<file path="src/rtl/aes_block_serializer_if.sv">
// aes_block_serializer_if: 32-bit word stream from the block serializer to its consumer.
// Latency: none, this is a plain bundle of wires.
// Backpressure: the consumer holds out_ready low to stall; the producer keeps out_data stable.
// Ports: out_valid/out_data/out_last from producer, out_ready from consumer.
interface aes_block_serializer_if;
  logic        out_valid;
  logic        out_ready;
  logic [31:0] out_data;
  logic        out_last;

  // Producer side (the serializer).
  modport master (
    output out_valid,
    output out_data,
    output out_last,
    input  out_ready
  );

  // Consumer side (CPU bridge or testbench).
  modport slave (
    input  out_valid,
    input  out_data,
    input  out_last,
    output out_ready
  );
endinterface

</file>
<file path="src/rtl/aes_block_serializer.sv">
// aes_block_serializer: captures each 128-bit AES result block on a rising blk_done level,
// buffers up to DEPTH blocks and streams each one as four 32-bit words.
// Latency: the first word is valid the cycle after the done edge is sampled.
// Backpressure: out_ready low holds the current word; a full buffer drops new blocks and sets overflow.
// Ports:
//   clk, resetn      - clock, asynchronous active-low reset
//   blk_done         - core done level; a 0->1 transition marks a new block on blk_data
//   blk_data         - core result block, sampled in the capture cycle
//   out_bus          - word stream (valid/ready/data/last), master side
//   blocks_avail     - number of buffered blocks (registered)
//   overflow/ovf_clr - sticky dropped-block flag and its synchronous clear
//   flush            - synchronous discard of all buffered blocks
module aes_block_serializer #(
  parameter  int DEPTH     = 2,
  parameter  bit MSW_FIRST = 1'b1,
  localparam int CW        = $clog2(DEPTH + 1)
) (
  input  logic                   clk,
  input  logic                   resetn,
  input  logic                   blk_done,
  input  logic [127:0]           blk_data,
  aes_block_serializer_if.master out_bus,
  output logic [CW-1:0]          blocks_avail,
  output logic                   overflow,
  input  logic                   ovf_clr,
  input  logic                   flush
);

  // A single-slot buffer still needs a 1-bit pointer; it simply never leaves 0.
  localparam int                PW        = (DEPTH > 1) ? $clog2(DEPTH) : 1;
  localparam logic [PW-1:0]     LAST_SLOT = PW'(DEPTH - 1);
  localparam logic [CW-1:0]     FULL_CNT  = CW'(DEPTH);

  logic          done_q;
  logic [1:0]    word_idx;
  logic [PW-1:0] wr_ptr;
  logic [PW-1:0] rd_ptr;
  logic [CW-1:0] count;
  logic [127:0]  slot_mem [DEPTH];

  logic          cap;
  logic          xfer;
  logic          pop;
  logic          full;
  logic          accept;
  logic          drop;
  logic [127:0]  head;
  logic [1:0]    sel;

  function automatic logic [PW-1:0] ptr_inc(input logic [PW-1:0] p);
    return (p == LAST_SLOT) ? '0 : p + PW'(1);
  endfunction

  // The core holds done high for as long as the result is valid, so only the
  // rising edge counts as a new block.
  assign cap  = blk_done & ~done_q;
  assign xfer = out_bus.out_valid & out_bus.out_ready;
  assign pop  = xfer & (word_idx == 2'd3);
  assign full = (count == FULL_CNT);

  // A full buffer can still take a block if the head block leaves in the same
  // cycle. Flush wins over everything, and a block arriving with flush is
  // silently discarded rather than counted as an overflow.
  assign accept = cap & ~flush & (~full | pop);
  assign drop   = cap & ~flush & full & ~pop;

  // Block storage: no reset needed, the count gates every read.
  always_ff @(posedge clk) begin
    if (accept) begin
      slot_mem[wr_ptr] <= blk_data;
    end
  end

  always_ff @(posedge clk or negedge resetn) begin
    if (!resetn) begin
      // done_q starts high so a done level already present at release is
      // treated as stale, not as a fresh block.
      done_q   <= 1'b1;
      word_idx <= 2'd0;
      wr_ptr   <= '0;
      rd_ptr   <= '0;
      count    <= '0;
      overflow <= 1'b0;
    end else begin
      done_q <= blk_done;

      if (flush) begin
        word_idx <= 2'd0;
        wr_ptr   <= '0;
        rd_ptr   <= '0;
        count    <= '0;
      end else begin
        if (xfer) begin
          word_idx <= (word_idx == 2'd3) ? 2'd0 : word_idx + 2'd1;
        end
        if (pop) begin
          rd_ptr <= ptr_inc(rd_ptr);
        end
        if (accept) begin
          wr_ptr <= ptr_inc(wr_ptr);
        end
        if (accept && !pop) begin
          count <= count + CW'(1);
        end else if (pop && !accept) begin
          count <= count - CW'(1);
        end
      end

      // A drop in the same cycle as the clear must stay visible.
      if (drop) begin
        overflow <= 1'b1;
      end else if (ovf_clr) begin
        overflow <= 1'b0;
      end
    end
  end

  // Word 0 is either the most- or least-significant 32 bits of the block.
  always_comb begin
    head = slot_mem[rd_ptr];
    sel  = MSW_FIRST ? (2'd3 - word_idx) : word_idx;
  end

  assign out_bus.out_valid = (count != '0);
  // Zero when idle keeps the bus at a defined value out of reset, before any
  // slot has been written.
  assign out_bus.out_data  = out_bus.out_valid ? head[{sel, 5'd0} +: 32] : 32'd0;
  assign out_bus.out_last  = out_bus.out_valid & (word_idx == 2'd3);
  assign blocks_avail      = count;

  // Occupancy can never exceed the slot count.
  a_count_bound: assert property (@(posedge clk) disable iff (!resetn)
    count <= FULL_CNT);

  // A stalled word must not change until the consumer takes it.
  a_stall_stable: assert property (@(posedge clk) disable iff (!resetn)
    (out_bus.out_valid && !out_bus.out_ready && !flush)
      |=> (out_bus.out_valid && $stable(out_bus.out_data)));

endmodule

</file>
<file path="src/flat_wrapper.sv">
// flat-port wrapper written by rule: the top's interface ports become plain ports
module aes_block_serializer_flat 
#(
  parameter  int DEPTH     = 2,
  parameter  bit MSW_FIRST = 1'b1,
  localparam int CW        = $clog2(DEPTH + 1)
)
  (clk, resetn, blk_done, blk_data, blocks_avail, overflow, ovf_clr, flush, out_bus_out_valid, out_bus_out_data, out_bus_out_last, out_bus_out_ready);
  aes_block_serializer_if out_bus_i ();
  input  logic clk;
  input  logic resetn;
  input  logic blk_done;
  input  logic [127:0] blk_data;
  output logic [CW-1:0] blocks_avail;
  output logic overflow;
  input  logic ovf_clr;
  input  logic flush;
  output wire logic [$bits(out_bus_i.out_valid)-1:0] out_bus_out_valid;
  output wire logic [$bits(out_bus_i.out_data)-1:0] out_bus_out_data;
  output wire logic [$bits(out_bus_i.out_last)-1:0] out_bus_out_last;
  input wire logic [$bits(out_bus_i.out_ready)-1:0] out_bus_out_ready;
  assign out_bus_out_valid = out_bus_i.out_valid;
  assign out_bus_out_data = out_bus_i.out_data;
  assign out_bus_out_last = out_bus_i.out_last;
  assign out_bus_i.out_ready = out_bus_out_ready;
  aes_block_serializer #(.DEPTH(DEPTH), .MSW_FIRST(MSW_FIRST)) u_core (.clk(clk), .resetn(resetn), .blk_done(blk_done), .blk_data(blk_data), .out_bus(out_bus_i), .blocks_avail(blocks_avail), .overflow(overflow), .ovf_clr(ovf_clr), .flush(flush));
endmodule
</file>
<file path="config.mk">
export PLATFORM = sky130hd
export DESIGN_NAME = aes_block_serializer_flat
export DESIGN_NICKNAME = d
export VERILOG_FILES = /design/src/rtl/aes_block_serializer_if.sv /design/src/rtl/aes_block_serializer.sv /design/src/flat_wrapper.sv
export SDC_FILE = /design/constraint.sdc
export NUM_CORES = 1
export LEC_CHECK = 0
export BUFFER_PORTS_ARGS = -buffer_cell sky130_fd_sc_hd__buf_2
export CAP_MARGIN = 20
export CORE_UTILIZATION = 25
export CTS_CLUSTER_DIAMETER = 120
export DETAILED_ROUTE_END_ITERATION = 10
export PLACE_DENSITY = 0.5
export SYNTH_ARGS = -nofsm -noshare
export SYNTH_HDL_FRONTEND = slang
export SYNTH_SLANG_ARGS = --single-unit
</file>
<file path="constraint.sdc">
create_clock -name clk -period 11.1 [get_ports clk]
set_input_delay 0.555 -clock clk [delete_from_list [all_inputs] [get_ports clk]]
set_output_delay 0.555 -clock clk [all_outputs]
set_load 0.01 [all_outputs]
</file>
==> impl_metrics.env, run 1 <==
export IMPL_antenna_found_initial=2
export IMPL_clock_latency_ns=0.56
export IMPL_internal_power_mw=1.720
export IMPL_syn_area_per_cell_um2=17.55
export IMPL_share_seq_of_total_power_pct=52.0
export IMPL_grt_max_degree=69
export IMPL_cts_tree="yes"
export IMPL_synth_cell_type_count=29
export IMPL_grt_use_total_pct=11.18
export IMPL_min_period_ns=3.802
export IMPL_cts_sinks=264
export IMPL_power_switching_uw=448.8
export IMPL_drt_iter0_drc=258
export IMPL_rsz0062_at_grt="false"
export IMPL_setup_violations=0
export IMPL_place_congestion=0.7278
export IMPL_finalSetupTns_ns=0
export IMPL_rows=74
export IMPL_cts_root_buf="clkbuf_16"
export IMPL_yosysTopAreaCell="edfxtp_1"
export IMPL_syn_nets=733
export IMPL_dp_cells=1268
export IMPL_overflow=0
export IMPL_num_vias=5844
export IMPL_critPathKind="reg2out"
export IMPL_status="finished, violations left"
export IMPL_netSwitchingFraction_pct=20.69
export IMPL_path_delay_family="buffers and inverters"
export IMPL_core_area_um2=41110
export IMPL_period_share_pct=34.25
export IMPL_cts_htree_levels=1
export IMPL_ctsLongestPathBuffers=3
export IMPL_post_route_drc_count=8
export IMPL_violations="DRC"
export IMPL_antenna_left=0
export IMPL_p_leak_nw=4.295
export IMPL_worstPathRequired_ns=10.55
export IMPL_ys_ff_latch=264
export IMPL_hold_path_class="in2reg"
export IMPL_cts_hold_fix_buffers=1
export IMPL_numCtsBuffers=30
export IMPL_relSlewSlack_pct=27.55
export IMPL_fin_nets=904
export IMPL_dpl_hpwl_mm=14.80
export IMPL_grt_pass1_wl_mm=35.51
export IMPL_slowest_stage="buf_4"
export IMPL_final_hold_viol_count=0
export IMPL_stdcell_count=1323
export IMPL_floorplan_initialDensity_pct=25.54
export IMPL_power_frac_clock_pct=42.6
export IMPL_max_freq_mhz=263.0
export IMPL_cp_max_fo=60
export IMPL_worstPathCellList="buf_4 > mux2i_1 > nor3_1 > or3_1 > buf_2"
export IMPL_ir_drop_v=0.0001098
export IMPL_max_cap_violations=0
export IMPL_cts_resized=0
export IMPL_clkSlewWorstSetupHoldPaths_ns=0.06
export IMPL_avgViaCountPerCell=4.417
export IMPL_die_w_um=206.9
export IMPL_synth_cells=598
export IMPL_finClkSkew_ns=0.01713
export IMPL_max_stage_delay_ns=0.90
export IMPL_drive_above_1_share_pct=29.11
export IMPL_post_drt_wl_per_cell_um=18.26
export IMPL_start_kind="flop"
export IMPL_firstDrtPassIters=9
export IMPL_cts_setup_buffers=0
export IMPL_endpoint_kind="output pin"
export IMPL_die_height_um=206.9
export IMPL_crit_arrival_ns=3.25
export IMPL_finalMaxSlewViolations=0
export IMPL_wirelength_mm=24.15
export IMPL_power_mw=2.169
export IMPL_netlist_area_um2=10500
export IMPL_ys_seq_area_share_pct=75.15
export IMPL_synth_area_leaders="edfxtp_1, mux2i_1, nor3_1, o32ai_1, or3_1"
export IMPL_port_buffers=170
export IMPL_finalCoreUtilization_pct=31.12
export IMPL_pin_count=171
export IMPL_yosysTopAreaCellShare_pct=73.23
export IMPL_power_density_nw_per_um2=169.5
export IMPL_area_growth_pct=21.88
export IMPL_ys_warn_count=0
export IMPL_grt_pass1_vias=5973
export IMPL_path_buf_inv=2
export IMPL_dieArea_um2=42810
export IMPL_tightest_slew_ns=1.087
export IMPL_pwr_share_comb_pct=5.4
==> layer usage <==
layer | global-route usage (%) | routed length [um] | part of all wire, %
met2 | 18.83 | 11860 | 49
met5 | 0 | 23 | 0.095
met1 | 14.23 | 10400 | 43
met3 | 2.402 | 1364 | 5.6
met4 | 3.650 | 506 | 2.1
==> per-stage QoR <==
step	hold WS (ns)	instance area (um2)	setup WS, ns
after floorplan	0.2594	10500	1.903
after detailed placement	0.4148	11850	7.297
after global routing	0.08675	12790	7.046
after global placement	0.4202	11850	7.348
final	0.1210	12790	7.298
after CTS	0.08888	12790	7.200
==> cell usage after synthesis <==
master       n
dfrtp_1      7
mux2i_1    130
a41o_1       1
o21ai_2      1
ha_1         1
and3_1       1
o21ai_1      1
inv_1        3
o21bai_1     1
buf_2       18
o21bai_2     1
o32ai_1     33
clkbuf_1     8
o211ai_2     1
or3_1       34
buf_6       12
a311oi_1     1
a2111oi_2    1
nand2b_1     2
a21oi_1      4
buf_4        3
nor2_1       3
o21ai_0      2
nor2b_1      3
edfxtp_1   256
nor3_1      64
a211oi_1     2
nand2_1      3
dfstp_2      1
==> final timing paths <==
kind	startpoint	end	slack, ns	depth (start not counted)
worst min-delay path	blk_done	u_core.done_q	0.12	1
max in group asynchronous	resetn	u_core.done_q	10.48	2
worst min register to register	u_core.overflow	u_core.overflow	0.56	2
min in group asynchronous	resetn	u_core.overflow	0.38	2
worst max register to register	u_core.word_idx[0]	u_core.slot_mem[0][65]	7.36	5
worst max-delay path	u_core.word_idx[0]	out_bus_out_data[5]	7.30	5
==> power groups by stage <==
stage | registers (mW) | logic, mW | clock network [mW]
global placement | 1.15 | 0.117 | 0
finish | 1.13 | 0.116 | 0.925
global route | 1.13 | 0.128 | 0.999
floorplan | 1.15 | 0.0689 | 0
detailed placement | 1.15 | 0.119 | 0
CTS | 1.13 | 0.120 | 0.956
==> worst reg2reg max path, cell delays in order, from the launching register on <==
cell	delay [ns]
dfrtp_4	0.78
ha_1	0.31
nand2_1	0.23
a2111oi_4	0.34
buf_4	0.69
buf_4	0.98
==> state kept, by name (all words and copies together) (netlist names) <==
signal	cells
u_core.slot_mem	256
u_core.overflow	1
u_core.rd_ptr	1
u_core.done_q	1
u_core.wr_ptr	1
u_core.word_idx	2
u_core.blocks_avail	2
==> kinds of logic (layout without fill, tap and decap cells) <==
kind of cell | Yosys count | after routing | share of synthesized area (%)
other | 0 | 1 | 0
AOI/OAI and AO/OA | 49 | 49 | 3.933
muxes | 130 | 130 | 12.40
buffers and inverters | 44 | 236 | 2.753
DFF | 264 | 264 | 75.15
adders and majority gates | 1 | 1 | 0.1192
and+or+nand+nor | 110 | 110 | 5.650
==> cell usage in the layout (no fill, tap or decap), types with 2 or more instances in the layout <==
master	n
bufinv_16	2
or3_1	34
clkbuf_16	31
dfrtp_1	5
o21ai_0	2
nand2_1	3
nand2b_1	2
nor2b_1	3
mux2i_1	130
buf_4	9
clkinv_2	6
a21oi_1	4
inv_1	2
buf_2	170
nor3_1	64
clkbuf_1	7
clkinv_1	4
a211oi_1	2
o32ai_1	33
edfxtp_1	256
nor2_1	3
==> cell type report <==
cell class                      count  area [um2]
Fill cell                        4115       28310
Sequential cell                   264        7894
Timing Repair Buffer              180       928.4
Clock buffer                       38       802.0
Inverter                            3       11.26
Clock inverter                     15       130.1
Antenna cell                        1       2.502
Multi-Input combinational cell    290        2361
Tap cell                          532       665.6
No activity file was read; power rests on OpenSTA's default activity.
==> inputs of run 2 (changes only) <==
- PLACE_DENSITY: 0.5 -> 0.51
- clock period: 11.1 -> 3.4 ns (I/O delays scaled with it)
==> run 2 against run 1 <==
  * The flow still finishes with violations (DRC)
  * Power increased to 3.4 times the previous value
  * Largest power group unchanged
  * Worst hold slack got worse by 0.075 ns
  * Combinational power increased to 4.5 times the previous value
  * First-iteration DRC count increased by 2.3%
  * Critical path depth unchanged
  * Sequential power increased to 3.2 times the previous value
  * Sequential share of layout area decreased by 6.5 points
  * Flip-flop and latch count unchanged
==> impl_metrics.env, run 2 (synthesized netlist as in run 1, its figures left out) <==
export IMPL_max_cap_violations=0
export IMPL_ir_drop_v=0.0003878
export IMPL_floorplan_initialDensity_pct=25.54
export IMPL_cts_sinks=264
export IMPL_grt_use_total_pct=11.41
export IMPL_largest_reg_flops=256
export IMPL_antenna_left=0
export IMPL_power_density_nw_per_um2=516.3
export IMPL_dpl_hpwl_mm=14.87
export IMPL_finClkSkew_ns=0.009190
export IMPL_port_buffers=170
export IMPL_cp_max_fo=130
export IMPL_placed_area_um2=11990
export IMPL_area_growth_pct=36.35
export IMPL_antenna_found_initial=1
export IMPL_place_congestion=0.7029
export IMPL_critPathKind="reg2out"
export IMPL_dieArea_um2=42810
export IMPL_num_vias=6328
export IMPL_overflow=0
export IMPL_final_area_um2=14310
export IMPL_clock_latency_ns=0.56
export IMPL_drive_above_1_share_pct=25.35
export IMPL_relSlewSlack_pct=34.44
export IMPL_ctsLongestPathBuffers=3
export IMPL_final_common_cell="edfxtp_1"
export IMPL_final_hold_viol_count=0
export IMPL_min_period_ns=2.893
export IMPL_grt_max_degree=131
export IMPL_cts_htree_levels=1
export IMPL_die_height_um=206.9
export IMPL_final_cell_mix="edfxtp_1, buf_2, dlygate4sd3_1"
export IMPL_die_w_um=206.9
export IMPL_cts_tree="yes"
export IMPL_p_leak_nw=4.930
export IMPL_grt_pass1_vias=6722
export IMPL_firstDrtPassIters=9
export IMPL_wirelength_mm=24.73
export IMPL_drt_iter0_drc=264
export IMPL_rows=74
export IMPL_pin_count=171
export IMPL_core_area_um2=41110
export IMPL_fin_nets=1044
export IMPL_cts_root_buf="clkbuf_16"
export IMPL_clkSlewWorstSetupHoldPaths_ns=0.06
export IMPL_diodes=0
export IMPL_start_kind="flop"
export IMPL_worstPathRequired_ns=3.23
export IMPL_period_share_pct=85.09
export IMPL_setup_violations=0
export IMPL_cts_setup_buffers=0
export IMPL_reg2reg_slack_ns=0.88
export IMPL_avgViaCountPerCell=4.325
export IMPL_max_freq_mhz=345.6
export IMPL_rsz0062_at_grt="false"
export IMPL_tightest_slew_ns=0.9834
export IMPL_power_mw=7.391
export IMPL_numCtsBuffers=30
export IMPL_hold_path_class="in2reg"
export IMPL_endpoint_kind="output pin"
export IMPL_violations="DRC"
export IMPL_status="finished, violations left"
export IMPL_fillerInstances=3977
export IMPL_post_route_drc_count=4
export IMPL_post_drt_wl_per_cell_um=16.90
export IMPL_grt_pass1_wl_mm=37.14
export IMPL_finalMaxSlewViolations=0
export IMPL_regMostFlops="u_core.slot_mem"
export IMPL_crit_arrival_ns=2.72
[run 2: worst paths after layout]
| kind | to | cells past startpoint | from |
|---|---|---|---|
| setup / recovery | out_bus_out_data[20] | 5 | u_core.word_idx[0] |
| hold / removal | u_core.word_idx[0] | 4 | out_bus_out_ready |
| setup reg to reg | u_core.slot_mem[1][93] | 5 | u_core.word_idx[1] |
| hold reg to reg | u_core.wr_ptr | 2 | u_core.wr_ptr |
| max in group asynchronous | u_core.word_idx[1] | 3 | resetn |
| min in group asynchronous | u_core.done_q | 2 | resetn |
[run 2: timing repair]
item                                   4_1_cts  5_1_grt
hold buffers                               134        0
gates resized for setup                      0        0
setup endpoints to repair                    0        0
endpoints found under the hold margin      270        0
[run 2: report_power, final]
group	leakage [nW]	internal, mW	switching, mW
combinational	2.03	0.268	0.249
sequential	2.43	3.65	0.0231
clock	0.472	1.96	1.25
[run 2: area by class of cell]
| type | count | area [um2] | share of cell area [%] |
|---|---|---|---|
| Inverter | 3 | 11.26 | 0.07867 |
| Sequential cell | 264 | 7896 | 55.17 |
| Timing Repair Buffer | 320 | 2387 | 16.68 |
| Multi-Input combinational cell | 290 | 2371 | 16.56 |
| Tap cell | 532 | 665.6 | 4.650 |
| Clock inverter | 16 | 180.2 | 1.259 |
| Clock buffer | 38 | 802.0 | 5.603 |
[run 2: through the flow]
| stage | hold WS [ns] | std cells | worst slack, ns | TNS [ns] | util, % |
|---|---|---|---|---|---|
| 3_5_place_dp | 0.02860 | 1275 | 0.8213 | 0 | 29.17 |
| 2_1_floorplan | -0.1256 | 598 | -2.163 | -398.06 | - |
| 4_1_cts | 0.01533 | 1463 | 0.4867 | 0 | 34.82 |
| 6_report | 0.04613 | 1463 | 0.5068 | 0 | 34.82 |
| 3_3_place_gp | 0.03040 | 1275 | 0.8514 | 0 | 29.17 |
| 5_1_grt | 0.08824 | 1463 | 0.3759 | 0 | 34.82 |
[run 2: critical path: stages, from the launching register on]
cell and delay [ns]:
dfrtp_4 0.43, buf_12 0.66, mux2i_1 0.27, nor3_1 0.06
or3_1 0.44, buf_2 0.17
[run 2: routing by layer]
metal	part of all wire (%)	vias up	global-route usage, %	wire length, um
li1	-	3028	-	-
met2	49	130	19.63	12040
met4	2.1	2	3.337	525
met1	45	3135	14.36	11020
met5	0.069	-	0	17
met3	4.6	33	2.386	1128
